--- config.mk ---
export PLATFORM = sky130hd
export DESIGN_NAME = conv3x3_filter_flat
export DESIGN_NICKNAME = d
export VERILOG_FILES = /design/src/rtl/image_pkg.sv /design/src/rtl/conv3x3_filter_if.sv /design/src/rtl/conv_abs_sat.sv /design/src/rtl/conv3x3_filter.sv /design/src/flat_wrapper.sv
export SDC_FILE = /design/constraint.sdc
export NUM_CORES = 1
export LEC_CHECK = 0
export ABC_AREA = 1
export CAP_MARGIN = 20
export CORE_MARGIN = 3
export CORE_UTILIZATION = 27
export DETAILED_ROUTE_END_ITERATION = 8
export SETUP_SLACK_MARGIN = 0.3
export SYNTH_ARGS = -nofsm -noshare
export SYNTH_HDL_FRONTEND = slang
export SYNTH_SLANG_ARGS = --single-unit
--- constraint.sdc ---
create_clock -name clk -period 8.8 [get_ports clk]
set_input_delay 0.88 -clock clk [delete_from_list [all_inputs] [get_ports clk]]
set_output_delay 0.88 -clock clk [all_outputs]
set_load 0.05 [all_outputs]
--- src/rtl/image_pkg.sv ---
// Shared pixel/window types and filter mode encoding
// for the 3x3 convolution path.
package image_pkg;
    localparam int DATA_WIDTH   = 12;
    localparam int PIXEL_LENGTH = DATA_WIDTH;
    localparam int SUM_W        = 15;
    localparam int MAG_W        = 16;

    typedef logic [DATA_WIDTH-1:0] pix_t;
    typedef pix_t [2:0][2:0]       window_t;
    typedef logic signed [SUM_W-1:0] sum_t;

    localparam pix_t PIX_MAX = '1;

    typedef enum logic [1:0] {
        FM_IDENT,
        FM_GX,
        FM_GY,
        FM_MAG
    } filt_mode_e;

    function automatic sum_t sdiff(pix_t a, pix_t b);
        sum_t sa;
        sum_t sb;
        sa = {3'b000, a};
        sb = {3'b000, b};
        return sa - sb;
    endfunction
endpackage

--- src/rtl/conv3x3_filter_if.sv ---
// Window-in / pixel-out bundle between the window stage,
// the filter and the display path.
interface conv3x3_filter_if;
    import image_pkg::*;

    window_t    data_matrix;
    logic       valid_in;
    logic       edge_in;
    filt_mode_e mode;
    pix_t       pixel_out;
    logic       valid_out;
    logic       edge_out;

    modport master (
        output data_matrix, valid_in, edge_in, mode,
        input  pixel_out, valid_out, edge_out
    );

    modport slave (
        input  data_matrix, valid_in, edge_in, mode,
        output pixel_out, valid_out, edge_out
    );
endinterface

--- src/rtl/conv_abs_sat.sv ---
// Result select: abs of the gradients, optional sum,
// right shift and clamp to the pixel range.
module conv_abs_sat
    import image_pkg::*;
#(
    parameter int OUT_SHIFT = 0
) (
    input  filt_mode_e mode,
    input  pix_t       centre,
    input  sum_t       gx,
    input  sum_t       gy,
    input  logic       win_ok,
    output pix_t       pix
);
    logic [SUM_W-1:0] gxa;
    logic [SUM_W-1:0] gya;
    logic [MAG_W-1:0] ax;
    logic [MAG_W-1:0] ay;
    logic [MAG_W-1:0] sel;
    logic [MAG_W-1:0] shf;

    always_comb begin
        gxa = gx[SUM_W-1] ? SUM_W'(-gx) : SUM_W'(gx);
        gya = gy[SUM_W-1] ? SUM_W'(-gy) : SUM_W'(gy);
        ax  = {1'b0, gxa};
        ay  = {1'b0, gya};
        sel = '0;
        unique case (mode)
            FM_IDENT: sel = MAG_W'(centre);
            FM_GX:    sel = ax;
            FM_GY:    sel = ay;
            FM_MAG:   sel = ax + ay;
            default:  sel = '0;
        endcase
        // windows straddling a line break only pass the centre pixel
        if (!win_ok && mode != FM_IDENT)
            sel = '0;
        shf = sel >> OUT_SHIFT;
        pix = (shf > MAG_W'(PIX_MAX)) ? PIX_MAX : shf[DATA_WIDTH-1:0];
    end
endmodule

--- src/rtl/conv3x3_filter.sv ---
// Three-stage 3x3 filter: capture, Sobel sums, select/clamp.
// Fill counter suppresses windows that wrap across lines.
module conv3x3_filter
    import image_pkg::*;
#(
    parameter int OUT_SHIFT = 0
) (
    input logic             clk,
    input logic             rst,
    conv3x3_filter_if.slave bus
);
    logic [1:0] fill;
    logic [1:0] fill_next;
    logic       win_ok;

    window_t    win_s1;
    filt_mode_e mode_s1;
    logic       edge_s1;
    logic       ok_s1;
    logic       v_s1;

    sum_t       gx;
    sum_t       gy;
    sum_t       gx_s2;
    sum_t       gy_s2;
    pix_t       centre_s2;
    filt_mode_e mode_s2;
    logic       edge_s2;
    logic       ok_s2;
    logic       v_s2;

    pix_t       pix_d;
    pix_t       pix_q;
    logic       valid_q;
    logic       edge_q;

    always_comb begin
        fill_next = 2'd1;
        if (!bus.edge_in)
            fill_next = (fill == 2'd3) ? 2'd3 : fill + 2'd1;
        win_ok = (fill_next == 2'd3);
    end

    always_ff @(posedge clk or posedge rst) begin
        if (rst) begin
            fill    <= '0;
            win_s1  <= '0;
            mode_s1 <= FM_IDENT;
            edge_s1 <= 1'b0;
            ok_s1   <= 1'b0;
            v_s1    <= 1'b0;
        end else begin
            v_s1    <= bus.valid_in;
            edge_s1 <= bus.valid_in & bus.edge_in;
            if (bus.valid_in) begin
                fill    <= fill_next;
                win_s1  <= bus.data_matrix;
                mode_s1 <= bus.mode;
                ok_s1   <= win_ok;
            end
        end
    end

    // col 0 minus col 2 across rows, row 0 minus row 2 across cols
    always_comb begin
        gx = sdiff(win_s1[0][0], win_s1[0][2])
           + (sdiff(win_s1[1][0], win_s1[1][2]) <<< 1)
           + sdiff(win_s1[2][0], win_s1[2][2]);
        gy = sdiff(win_s1[0][0], win_s1[2][0])
           + (sdiff(win_s1[0][1], win_s1[2][1]) <<< 1)
           + sdiff(win_s1[0][2], win_s1[2][2]);
    end

    always_ff @(posedge clk or posedge rst) begin
        if (rst) begin
            gx_s2     <= '0;
            gy_s2     <= '0;
            centre_s2 <= '0;
            mode_s2   <= FM_IDENT;
            edge_s2   <= 1'b0;
            ok_s2     <= 1'b0;
            v_s2      <= 1'b0;
        end else begin
            gx_s2     <= gx;
            gy_s2     <= gy;
            centre_s2 <= win_s1[1][1];
            mode_s2   <= mode_s1;
            edge_s2   <= edge_s1;
            ok_s2     <= ok_s1;
            v_s2      <= v_s1;
        end
    end

    conv_abs_sat #(
        .OUT_SHIFT (OUT_SHIFT)
    ) u_sat (
        .mode   (mode_s2),
        .centre (centre_s2),
        .gx     (gx_s2),
        .gy     (gy_s2),
        .win_ok (ok_s2),
        .pix    (pix_d)
    );

    always_ff @(posedge clk or posedge rst) begin
        if (rst) begin
            pix_q   <= '0;
            valid_q <= 1'b0;
            edge_q  <= 1'b0;
        end else begin
            pix_q   <= pix_d;
            valid_q <= v_s2;
            edge_q  <= edge_s2;
        end
    end

    assign bus.pixel_out = pix_q;
    assign bus.valid_out = valid_q;
    assign bus.edge_out  = edge_q;
endmodule
--- src/flat_wrapper.sv ---
// flat-port wrapper written by rule: the top's interface ports become plain ports
module conv3x3_filter_flat import image_pkg::*;
#(
    parameter int OUT_SHIFT = 0
)
  (clk, rst, bus_data_matrix, bus_valid_in, bus_edge_in, bus_mode, bus_pixel_out, bus_valid_out, bus_edge_out);
  conv3x3_filter_if bus_i ();
  input logic clk;
  input logic rst;
  input wire logic [$bits(bus_i.data_matrix)-1:0] bus_data_matrix;
  input wire logic [$bits(bus_i.valid_in)-1:0] bus_valid_in;
  input wire logic [$bits(bus_i.edge_in)-1:0] bus_edge_in;
  input wire logic [$bits(bus_i.mode)-1:0] bus_mode;
  output wire logic [$bits(bus_i.pixel_out)-1:0] bus_pixel_out;
  output wire logic [$bits(bus_i.valid_out)-1:0] bus_valid_out;
  output wire logic [$bits(bus_i.edge_out)-1:0] bus_edge_out;
  assign bus_i.data_matrix = bus_data_matrix;
  assign bus_i.valid_in = bus_valid_in;
  assign bus_i.edge_in = bus_edge_in;
  assign bus_i.mode = bus_mode;
  assign bus_pixel_out = bus_i.pixel_out;
  assign bus_valid_out = bus_i.valid_out;
  assign bus_edge_out = bus_i.edge_out;
  conv3x3_filter #(.OUT_SHIFT(OUT_SHIFT)) u_core (.clk(clk), .rst(rst), .bus(bus_i));
endmodule
## Yosys cells after proc, flatten, opt, wreduce, memory -nomap -nowiden

Index checks and enable logic that the tools add are counted.

- Add/sub/neg operators: 14
- Multiply operators: 0
- Divide/modulo/power cells: 0
- Magnitude comparators: 1
- Eq/ne operators: 5
- Shifts and indexed selects: 0
- Multiplexer cells: 7
- Bitwise operators: 1
- Reduce and logical (&&, ||, !) cells: 4

Operators with widths:

| cell | number |
|---|---|
| $sub 12x12->13 | 6 |
| $pmux 16 s4 | 1 |
| $add 15x15->15 | 4 |
| $mux 15 | 2 |
| $neg 15->15 | 2 |
| $add 15x15->16 | 1 |
| $gt 16x12->1 const B | 1 |
| $mux 16 | 1 |
| $mux 12 | 1 |
| $eq 2x2->1 const B | 4 |
| $mux 2 | 2 |
| $add 2x1->2 const B | 1 |
| $eq 2x1->1 const B | 1 |
| $logic_not 2->1 | 1 |
| $reduce_bool 2->1 | 1 |
| $and 1x1->1 | 1 |
| $logic_and 1x1->1 | 1 |
| $logic_not 1->1 | 1 |

- Flip-flop bits (word level): 176
- Bits in latches: 0
- RAM bits: 0
- Memory bits (read-only): 0
- Output and inout bits: 14
- Word-level logic and storage cells: 56
- Memories kept: 0

## Depth between registers and ports, before layout

- Depth after elaboration: 7
- Gate-level depth with buffers: 25
- Depth with buffers taken out: 24

## Hierarchy

A second synthesis with hierarchy kept.

- Cell total of the unflattened synthesis: 2067
- Area total of the unflattened synthesis: 14287.5 µm²

By module, submodules not included:

| module | instances | cells each | area an instance (µm²) | seq. area each (µm²) |
|---|---|---|---|---|
| conv3x3_filter | 1 | 1587 | 11878.9 | 4404.2 |
| conv_abs_sat | 1 | 480 | 2408.6 | 0.0 |

## Worst setup path after synthesis

Ideal clock, no wire load.

- Path type: reg-to-reg
- Start point: reg u_core.win_s1[72] in the netlist's numbering
- End point: reg u_core.gx_s2[11]
- Setup time: 79 ps
- Data arrival time: 3392 ps
- Data required time: 8721 ps
- Slack: 5329 ps
- Cell stages (with the launch flop): 19
- Path buffers: 0
- Period minus slack after synthesis: 3471 ps
- Cells stage by stage: dfrtp_1 > inv_1 > ha_1 > inv_1 > fa_1 > a21oi_1 > o21bai_1 > a21oi_1 > nor2_1 > nor2_1 > xor2_1 > inv_1 > fa_1 > ha_1 > a21oi_1 > a21boi_0 > o21ai_0 > a31oi_1 > xor2_1

- Cells in the longest elaborated chain, start to end: 2

Ends and longest elaborated chain:

| what | line | source |
|---|---|---|
| start, declared | conv3x3_filter.sv:16 | `window_t win_s1;` |
| start signal, assigned | conv3x3_filter.sv:57 | `win_s1 <= bus.data_matrix;` |
| $sub 12x12->13 | image_pkg.sv:27 | `return sa - sb;` |
| $add 15x15->15 | conv3x3_filter.sv:68 | `+ sdiff(win_s1[2][0], win_s1[2][2]);` |
| named net u_core.gx[11] | conv3x3_filter.sv:22 | `sum_t gx;` |
| end signal, assigned | conv3x3_filter.sv:84 | `gx_s2 <= gx;` |
| end, declared | conv3x3_filter.sv:24 | `sum_t gx_s2;` |

The timed path passes the listed nets, and every way through them passes these cells.
A chain may end at the register's enable or synchronous reset.

## Final worst setup path

Same ends and word-level chain as after synthesis.

==> results.ini <==
[run_status]
status = completed

[sta]
skew_ns = 0.00899
worstMarginPinSlew_ns = 0.979
layout_min_cycle_time_ns = 3.96
maxSlewViolCount = 0
slew_headroom_pct = 34.8
layout_setup_ws_ns = 4.84
hold_viol = 0
final.setup.tns_ns = 0
fmax_mhz = 253
setup_viol = 0
rsz0062_at_grt = false
period_share_pct = 45.0

[layout]
fin_util_pct = 32.8
antenna_cells = 0
final_nets = 2049
seqCellArea_sq_um = 4400
syn2layout_area_growth_pct = 19.3
drive_above_1_share_pct = 4.18
multi_input_area_sq_um = 7340
fillers = 4971

[min_path]
hold-path-cell-count = 0
hold_end = u_core.edge_s2
hold_class = reg -> reg
hp-start = u_core.edge_s1

[flow_run]
max_cap_violations = 0

[placement]
dpl.hpwl_um = 29400
io_buffers = 127
gp_congestion = 0.889
preCtsSetupSlack_ns = 4.90

[synthesis]
synth_cells = 1662
ys_seq_elements = 176
synth_nets = 1928
synth_area_sq_um = 12800
ys_types = 38
avgSynthCellArea_sq_um = 7.73
yosysSeqAreaShare_pct = 34.3
ys_warn_count = 0

[floorplanning]
coreArea_sq_um = 46800
die-area_sq_um = 50200
die-width_um = 224
ioPinCount = 128
start_util_pct = 27.5
die_h_um = 224
row_count = 79

[grt]
grt_pass1_wl_um = 58700
antenna_found_initial = 0
grt_overflow_total = 0
grt_pass1_vias = 11300
track_usage_pct = 14.8
grt_max_degree = 109

[clocking]
cts_tree = yes
clockBufferDepth = 2
cts-hold-fix-buffers = 0
cts.sinks = 176
htree_levels = 4
cts-root-buf = clkbuf_16
clk_latency_ns = 0.46
clkSlewWorstSetupHoldPaths_ns = 0.07
cts_setup_buffers = 0
numCtsBuffers = 17
cts_resized = 0

[critical_path]
critPathMaxStageDelay_ns = 0.46
regToRegStartpoint = u_core.win_s1[72]
rr_worst_depth = 18
critPathArrivalTime_ns = 4.33
worst_path_max_delay_cell = fa_1
cp-start-kind = register
end_kind = register
worstReg2RegEnd = u_core.gx_s2[11]
crit_required_ns = 9.18
worst-setup-path-type = reg -> reg
critPathMaxFanout = 4
r2r_slack_ns = 4.84
critical_path.cell_chain = inv_1 > ha_1 > inv_1 > fa_1 > a21oi_1 > o21bai_1 > a21oi_1 > nor2_1 > nor2_1 > xor2_1 > inv_1 > fa_1 > ha_1 > a21oi_1 > a21boi_0 > o21ai_0 > a31oi_1 > xor2_1
startpoint = u_core.win_s1[72]

[route]
vias = 10900
viasPerCell = 4.56
ant_nets = 0
drc = 0
post_drt_wl_per_cell_um = 15.0
drt-initial-drc-count = 696
wl_um = 36000
dr.pass1.iters = 5

[power_and_ir_drop]
vdd_drop_max_mv = 0.205
power_density_nw_per_um2 = 359
p_leak_nw = 7.80

placed cells by master (no fill, tap or decap), drive strengths merged:
cell	instances
a21boi	1
a21o	7
a21oi	108
a221oi	3
a22oi	1
a31o	1
a31oi	5
buf	5
clkbuf	20
clkdlybuf4s50	126
clkinv	9
clkinvlp	2
dfrtp	176
fa	35
ha	117
inv	258
nand2	462
nand3	85
nand3b	4
nand4	18
nor2	89
nor3	16
o2111ai	1
o211ai	1
o21ai	125
o21bai	12
o221ai	1
o31ai	7
xnor2	29
xor2	71
report_power, final:
group	internal (mW)	leakage [nW]	switching, mW	total [mW]
Sequential	0.996	2.13	0.130	1.13
Clock	0.377	0.264	0.341	0.718
Combinational	1.35	5.40	2.31	3.66
Total	2.72	7.80	2.79	5.51
worst max-delay path: cells and delay by family, from the launching register on:
family	cells	cell delay [ns]
AND/OR/NAND/NOR	2	0.16
flip-flops	1	0.38
buffers and inverters	3	0.23
adder cells (fa/ha/maj)	4	1.43
AO/OA/AOI/OAI	7	1.30
XOR/XNOR	2	0.36
routing by layer:
metal	up-vias	wire, um	part of all wire, %	track usage [%]
li1	5563	-	-	-
met1	5141	17100	47	19.7
met2	198	16900	47	24.7
met3	47	1130	3.1	2.28
met4	0	891	2.5	4.83
met5	-	0	0	0
worst max path at each step:
stage	to	slack [ns]	depth (start not counted)
global placement	u_core.gx_s2[14]	5.00	18
detailed placement	u_core.gx_s2[13]	4.90	18
floorplan	u_core.bus.edge_out	3.15	1
global route	u_core.gx_s2[14]	4.42	18
CTS	u_core.gx_s2[11]	4.88	18
finish	u_core.gx_s2[11]	4.84	18
flip-flops by register name, summed over array words and instances, names as in the netlist, 2 cells and up:
name                  cells
u_core.gx_s2             15
u_core.fill               2
u_core.win_s1           108
u_core.gy_s2             15
u_core.bus.pixel_out     12
u_core.mode_s2            2
u_core.mode_s1            2
u_core.centre_s2         12
cell type report:
type | count | share of cell area, %
multi-input cells | 1199 | 47.9
flip-flops and latches | 176 | 28.7
repair buffers | 131 | 8.48
inverters | 258 | 6.35
well taps | 607 | 4.96
clock buffers | 20 | 2.98
clock inverters | 11 | 0.555
synth_stat cells:
master,instances,area share [%]
a21boi_0,1,0.058
a21o_1,7,0.41
a21oi_1,107,4.2
a21oi_2,1,0.068
a221oi_1,3,0.20
a22oi_1,1,0.058
a31o_2,1,0.068
a31oi_1,5,0.24
buf_1,5,0.15
buf_2,4,0.16
buf_6,2,0.18
clkbuf_1,18,0.53
clkinv_1,2,0.058
dfrtp_1,176,34
fa_1,35,5.5
ha_1,117,11
inv_1,248,7.2
inv_2,8,0.23
nand2_1,458,13
nand2_2,4,0.19
nand3_1,71,2.8
nand3_2,14,1.1
nand3b_1,4,0.23
nand4_1,18,0.88
nor2_1,82,2.4
nor2_2,7,0.34
nor3_1,15,0.58
nor3_2,1,0.078
o2111ai_1,1,0.068
o211ai_1,1,0.058
o21ai_0,118,4.6
o21ai_1,4,0.16
o21ai_2,3,0.20
o21bai_1,12,0.70
o221ai_1,1,0.068
o31ai_1,7,0.41
xnor2_1,29,2.0
xor2_1,71,4.8
through the flow:
| step | instance area [sq um] | hold slack (ns) | std cells | total power, mW |
|---|---|---|---|---|
| floorplan | 12800 | 0.331 | 1662 | 3.85 |
| finish | 15300 | 0.353 | 2402 | 5.51 |
| CTS | 15300 | 0.356 | 2402 | 5.55 |
| global route | 15300 | 0.358 | 2402 | 6.09 |
| detailed placement | 14800 | 0.341 | 2371 | 4.80 |
| global placement | 14800 | 0.333 | 2371 | 4.79 |
kinds of logic after synthesis:
family,share of synthesized area (%)
xor+xnor,6.82
flops,34.3
buf+inv,8.54
simple gates,21.9
compound gates,11.5
fa+ha+maj,16.9
(Power assumes the default switching activity.)
